[src/rtl/pd_packet_serializer.sv]
// pd_packet_serializer: snapshots PID, status and a payload vector on start,
// then streams a framed packet (header, status, payload MSW first, optional
// XOR checksum trailer) over a valid/ready word interface.
// Optional feature macro: PD_SER_CHECKSUM_EN adds the CSUM state and trailer.
module pd_packet_serializer #(
    parameter int unsigned WORD_W        = 16,
    parameter int unsigned PAYLOAD_WORDS = 18,
    parameter logic [7:0]  SYNC_BYTE     = 8'h54
) (
    input  logic                              clk,
    input  logic                              rst,
    input  logic [7:0]                        pid,
    input  logic                              pid_en,
    input  logic                              status_flag,
    input  logic                              status_en,
    input  logic                              start,
    input  logic [PAYLOAD_WORDS*WORD_W-1:0]   payload,
    output logic [WORD_W-1:0]                 tx_data,
    output logic                              tx_valid,
    input  logic                              tx_ready,
    output logic                              tx_last,
    output logic                              busy,
    output logic                              done
);

    localparam int unsigned CNT_W = $clog2(PAYLOAD_WORDS + 4);
    localparam int unsigned PAY_W = PAYLOAD_WORDS * WORD_W;
    localparam int unsigned SEL_W = $clog2(PAY_W);
    localparam logic [CNT_W-1:0] LAST_IDX = CNT_W'(PAYLOAD_WORDS - 1);

    localparam logic [2:0] ST_IDLE = 3'd0;
    localparam logic [2:0] ST_HDR  = 3'd1;
    localparam logic [2:0] ST_STAT = 3'd2;
    localparam logic [2:0] ST_BODY = 3'd3;
`ifdef PD_SER_CHECKSUM_EN
    localparam logic [2:0] ST_CSUM = 3'd4;
`endif

    // Reject illegal parameterisations at elaboration
    generate
        if (WORD_W < 16) begin : g_bad_word_w
            $error("pd_packet_serializer: WORD_W must be >= 16");
        end
        if (PAYLOAD_WORDS < 1) begin : g_bad_payload_words
            $error("pd_packet_serializer: PAYLOAD_WORDS must be >= 1");
        end
    endgenerate

    logic [2:0]          r_state;
    logic [CNT_W-1:0]    r_idx;
    logic [7:0]          r_pid;
    logic                r_status;
    logic [7:0]          r_pid_snap;
    logic                r_status_snap;
    logic [PAY_W-1:0]    r_payload_snap;
    logic [WORD_W-1:0]   r_tx_data;
    logic                r_tx_valid;
    logic                r_tx_last;
    logic                r_busy;
    logic                r_done;
`ifdef PD_SER_CHECKSUM_EN
    logic [WORD_W-1:0]   r_csum;
    logic [WORD_W-1:0]   w_csum_nxt;
`endif

    logic [2:0]          w_state_nxt;
    logic [CNT_W-1:0]    w_idx_nxt;
    logic [WORD_W-1:0]   w_data_nxt;
    logic                w_valid_nxt;
    logic                w_last_nxt;
    logic                w_busy_nxt;
    logic                w_done_nxt;
    logic                w_snap_load;
    logic                w_xfer;
    logic [CNT_W-1:0]    w_idx_dec;
    logic [SEL_W-1:0]    w_dec_base;
    logic [WORD_W-1:0]   w_word_top;
    logic [WORD_W-1:0]   w_word_dec;

    assign w_xfer     = r_tx_valid && tx_ready;
    assign w_idx_dec  = r_idx - CNT_W'(1);
    assign w_dec_base = SEL_W'(w_idx_dec) * SEL_W'(WORD_W);
    assign w_word_top = r_payload_snap[PAY_W-1 -: WORD_W];
    assign w_word_dec = r_payload_snap[w_dec_base +: WORD_W];

    assign tx_data  = r_tx_data;
    assign tx_valid = r_tx_valid;
    assign tx_last  = r_tx_last;
    assign busy     = r_busy;
    assign done     = r_done;

    // PID and status holding registers, loadable at any time
    always_ff @(posedge clk) begin
        if (rst) begin
            r_pid    <= 8'h00;
            r_status <= 1'b0;
        end else begin
            if (pid_en) begin
                r_pid <= pid;
            end
            if (status_en) begin
                r_status <= status_flag;
            end
        end
    end

    // Frame shadow registers captured when a start is accepted
    always_ff @(posedge clk) begin
        if (rst) begin
            r_pid_snap     <= 8'h00;
            r_status_snap  <= 1'b0;
            r_payload_snap <= '0;
        end else if (w_snap_load) begin
            r_pid_snap     <= r_pid;
            r_status_snap  <= r_status;
            r_payload_snap <= payload;
        end
    end

    // FSM state register
    always_ff @(posedge clk) begin
        if (rst) begin
            r_state <= ST_IDLE;
        end else begin
            r_state <= w_state_nxt;
        end
    end

    // Next state and next registered outputs; everything holds unless a word transfers
    always_comb begin
        w_state_nxt = r_state;
        w_idx_nxt   = r_idx;
        w_data_nxt  = r_tx_data;
        w_valid_nxt = r_tx_valid;
        w_last_nxt  = r_tx_last;
        w_busy_nxt  = r_busy;
        w_done_nxt  = 1'b0;
        w_snap_load = 1'b0;
`ifdef PD_SER_CHECKSUM_EN
        w_csum_nxt  = r_csum;
`endif
        case (r_state)
            ST_IDLE: begin
                if (start) begin
                    w_state_nxt = ST_HDR;
                    w_snap_load = 1'b1;
                    w_data_nxt  = WORD_W'({SYNC_BYTE, r_pid});
                    w_valid_nxt = 1'b1;
                    w_last_nxt  = 1'b0;
                    w_busy_nxt  = 1'b1;
`ifdef PD_SER_CHECKSUM_EN
                    w_csum_nxt  = '0;
`endif
                end
            end
            ST_HDR: begin
                if (w_xfer) begin
                    w_state_nxt = ST_STAT;
                    w_data_nxt  = WORD_W'(r_status_snap);
`ifdef PD_SER_CHECKSUM_EN
                    w_csum_nxt  = r_csum ^ r_tx_data;
`endif
                end
            end
            ST_STAT: begin
                if (w_xfer) begin
                    w_state_nxt = ST_BODY;
                    w_idx_nxt   = LAST_IDX;
                    w_data_nxt  = w_word_top;
`ifdef PD_SER_CHECKSUM_EN
                    w_csum_nxt  = r_csum ^ r_tx_data;
                    w_last_nxt  = 1'b0;
`else
                    w_last_nxt  = (LAST_IDX == '0);
`endif
                end
            end
            ST_BODY: begin
                if (w_xfer) begin
                    if (r_idx == '0) begin
`ifdef PD_SER_CHECKSUM_EN
                        w_state_nxt = ST_CSUM;
                        w_data_nxt  = r_csum ^ r_tx_data;
                        w_csum_nxt  = r_csum ^ r_tx_data;
                        w_last_nxt  = 1'b1;
`else
                        w_state_nxt = ST_IDLE;
                        w_data_nxt  = '0;
                        w_valid_nxt = 1'b0;
                        w_last_nxt  = 1'b0;
                        w_busy_nxt  = 1'b0;
                        w_done_nxt  = 1'b1;
`endif
                    end else begin
                        w_idx_nxt   = w_idx_dec;
                        w_data_nxt  = w_word_dec;
`ifdef PD_SER_CHECKSUM_EN
                        w_csum_nxt  = r_csum ^ r_tx_data;
                        w_last_nxt  = 1'b0;
`else
                        w_last_nxt  = (w_idx_dec == '0);
`endif
                    end
                end
            end
`ifdef PD_SER_CHECKSUM_EN
            ST_CSUM: begin
                if (w_xfer) begin
                    w_state_nxt = ST_IDLE;
                    w_data_nxt  = '0;
                    w_valid_nxt = 1'b0;
                    w_last_nxt  = 1'b0;
                    w_busy_nxt  = 1'b0;
                    w_done_nxt  = 1'b1;
                end
            end
`endif
            default: begin
                w_state_nxt = ST_IDLE;
                w_data_nxt  = '0;
                w_valid_nxt = 1'b0;
                w_last_nxt  = 1'b0;
                w_busy_nxt  = 1'b0;
            end
        endcase
    end

    // Registered outputs and word index
    always_ff @(posedge clk) begin
        if (rst) begin
            r_idx      <= '0;
            r_tx_data  <= '0;
            r_tx_valid <= 1'b0;
            r_tx_last  <= 1'b0;
            r_busy     <= 1'b0;
            r_done     <= 1'b0;
        end else begin
            r_idx      <= w_idx_nxt;
            r_tx_data  <= w_data_nxt;
            r_tx_valid <= w_valid_nxt;
            r_tx_last  <= w_last_nxt;
            r_busy     <= w_busy_nxt;
            r_done     <= w_done_nxt;
        end
    end

`ifdef PD_SER_CHECKSUM_EN
    // Running XOR of every word sent so far in the frame
    always_ff @(posedge clk) begin
        if (rst) begin
            r_csum <= '0;
        end else begin
            r_csum <= w_csum_nxt;
        end
    end
`endif

endmodule

[config.mk]
export PLATFORM = sky130hd
export DESIGN_NAME = pd_packet_serializer
export DESIGN_NICKNAME = d
export VERILOG_FILES = /design/src/rtl/pd_packet_serializer.sv
export SDC_FILE = /design/constraint.sdc
export NUM_CORES = 1
export LEC_CHECK = 0
export CORE_MARGIN = 3
export CORE_UTILIZATION = 68
export CTS_CLUSTER_DIAMETER = 200
export DETAILED_ROUTE_END_ITERATION = 8
export DONT_BUFFER_PORTS = 1
export PLACE_DENSITY = 0.85
export SLEW_MARGIN = 20
export SYNTH_ARGS = -nofsm -noshare
export SYNTH_HDL_FRONTEND = slang
export SYNTH_SLANG_ARGS = --single-unit
[constraint.sdc]
create_clock -name clk -period 9.2 [get_ports clk]
set_input_delay 0.46 -clock clk [delete_from_list [all_inputs] [get_ports clk]]
set_output_delay 0.46 -clock clk [all_outputs]
set_load 0.01 [all_outputs]
==> key figures <==
Status
  • Outcome: finished clean

Floorplanning
  • Initial Utilization: 70.3%
  • Core Area: 0.0198 mm2
  • Die Ht: 149 um
  • # rows: 51
  • Die extent in x: 149 um
  • Die Area: 0.0222 mm2
  • # IOs: 323

STA
  • Worst rel slew slack: 27.2%
  • Fin crit share: 36.9%
  • Final slew viol count: 0
  • Hold Fails Final Rpt: 0
  • RSZ-0062 raised after global routing: no
  • Worst slew pin tran: 1.09 ns
  • Worst Clk Skew: 0.0133 ns
  • Fmax: 0.295 GHz
  • Final setup fails: 0
  • Setup TNS: 0 ns
  • Min Tclk post-route: 3.39 ns

Clock network
  • Clk Latency, worst-skew pair: 0.51 ns
  • H-tree depth: 2
  • Post_cts resized: 0
  • CTS tree: built
  • Num CTS Buffers: 34
  • Post-CTS Hold Fix Bufs: 0
  • Setup Buffers After CTS: 0
  • Root buf cell: clkbuf_16
  • Clock transition at path regs: 0.06 ns
  • CTS Sinks: 324
  • Bufs on Longest Clock Path: 3

Synthesis
  • Synth async-reset ratio: 0%
  • Main synth FF type: dfxtp_1
  • Synth top area share: 46.7%
  • Largest cells by area after synthesis: dfxtp_1 47%, nand2_1 16%, a21oi_1 11%
  • Area leader, netlist: dfxtp_1
  • Syn Inst Count: 1641
  • Syn Area/Cell: 8.47 um2
  • Yosys warns: 0
  • Yosys reg bits: 324
  • Syn_nets: 1950
  • Netlist Area Pre-Place: 0.0139 mm2
  • Post-synth EDFFs: 0
  • Netlist cell types: 52
  • Seq/Total Area, Yosys: 46.7%

Power
  • Switching Fraction: 34.0%
  • P_leak: 5.38 nW
  • Sw power: 1.45 mW
  • Flop pwr share: 43.5%
  • Power density cells: 288 mW/mm2
  • Combinational power share: 25.3%
  • Pint: 2.82 mW
  • Worst vdd rail ir drop: 0.167 mV
  • Clock share of power: 31.2%

Job
  • Max-cap viol count: 0

Placement
  • I/O Buffers: 0
  • Final HPWL DP: 27.4 mm
  • DP Area: 0.0138 mm2
  • Routability cong.: 0.986

Finish
  • Design Area, Final: 0.0148 mm2
  • Antenna diodes: 0
  • Area Overhead vs Synth: 6.78%
  • NumNets Final: 1853
  • Layout cells sized above 1: 8.94%

GRT
  • Antenna violations before repair: 0
  • Global-route wire length before repair: 58.3 mm
  • Total track usage: 33.9%
  • GR Overflow Total: 0
  • Number of global-route vias before repair: 10600
  • Largest net degree at the start of global routing: 317

Detailed routing
  • DR WL/cell: 21.2 um
  • Total wire length: 38.8 mm
  • 1st-pass router iterations: 6
  • Initial drt markers: 1213
  • Vias/cell: 6.25
  • Post-route DRC: 0
  • Routed via count: 11400
  • Final ANT Viol Nets: 0

Worst setup path
  • CP Capture Type: flip-flop
  • Critical Path RT: 9.61 ns
  • Worst setup SP type: flip-flop
  • CP arrival: 3.80 ns
  • Max Fanout on Critical Path: 66
  • WS Path Type: reg -> reg

Min path
  • Worst Hold Class: in -> reg
-- cell type report --
| class | count | area (um2) |
|---|---|---|
| clock buffer | 47 | 961 |
| clock inverter | 11 | 115 |
| fill | 1461 | 4940 |
| inverter | 6 | 22.5 |
| multi-input combinational | 1172 | 6850 |
| sequential | 324 | 6490 |
| tap | 265 | 332 |
| timing repair buffer | 6 | 72.6 |
-- metrics by stage --
stage	instances	util, %	hold WS [ns]	worst slack [ns]	total power [mW]
final	1831	75.0	0.0394	5.81	4.27
after global routing	1831	75.0	0.0137	5.57	4.47
after CTS	1831	75.0	0.0306	5.80	4.26
after detailed placement	1773	69.6	0.442	5.85	2.93
after global placement	1772	69.4	0.437	5.89	2.90
after floorplan	1641	-	0.431	5.82	2.69
-- Yosys cell counts (all sizes together), types with 7 or more instances --
cell and instances:
mux4 64, a32o 8, dfxtp 324, nand3 7, buf 32, a22oi 7
nand2 608, o21a 8, o21ai 13, a22o 7, nor2 30, o31ai 8
mux2i 50, clkbuf 107, a21oi 301
-- flip-flops by register name, summed over array words and instances (netlist names) --
name / cells
tx_last: 1
r_pid: 8
r_payload_snap: 288
busy: 1
tx_data: 16
r_status: 1
r_state: 2
done: 1
r_status_snap: 1
r_idx: 5
-- power by group through the flow --
stage,logic (mW),clock network [mW],registers (mW)
CTS,1.07,1.34,1.85
global route,1.20,1.39,1.88
detailed placement,1.06,0,1.87
floorplan,0.904,0,1.78
global placement,1.03,0,1.87
finish,1.08,1.33,1.86
-- worst max-delay path, stage by stage (launching register included) --
cell	delay (ns)
dfxtp_4	0.76
inv_1	0.19
ha_4	0.97
nand3b_1	0.70
o21a_1	0.39
o31ai_2	0.22
-- placed cells by master (no fill, tap or decap), drive strengths merged, types with 8 or more instances in the layout --
master	instances
a21oi	301
o21a	8
mux2i	50
inv	8
clkbuf	47
mux4	64
nand2	608
a32o	8
dfxtp	324
o21ai	13
nor2	30
o31ai	8
-- layer usage --
metal | global-route usage, % | up-vias | share of wire [%]
li1 | - | 5386 | -
met1 | 46.9 | 5331 | 39
met2 | 51.8 | 624 | 46
met3 | 8.81 | 98 | 11
met4 | 12.4 | 0 | 3.6
met5 | 0 | - | 0
-- kinds of logic after synthesis --
group	count (synthesis)	synth area share (%)
adders and majority gates	6	0.540
and+or+nand+nor	670	18.7
xor gates and xnor gates	3	0.189
muxes	114	14.0
AOI/OAI and AO/OA	379	15.5
DFF	324	46.7
buffers and inverters	145	4.38
-- path summary, 6_finish.rpt --
path | startpoint | end | slack [ns] | depth (start not counted)
max | r_idx[0] | tx_data[1] | 5.81 | 5
min | rst | r_status | 0.04 | 1
max reg2reg | r_idx[0] | tx_data[1] | 5.81 | 5
min reg2reg | r_payload_snap[98] | r_payload_snap[98] | 0.45 | 2
Power figures use the tool's default switching activity.
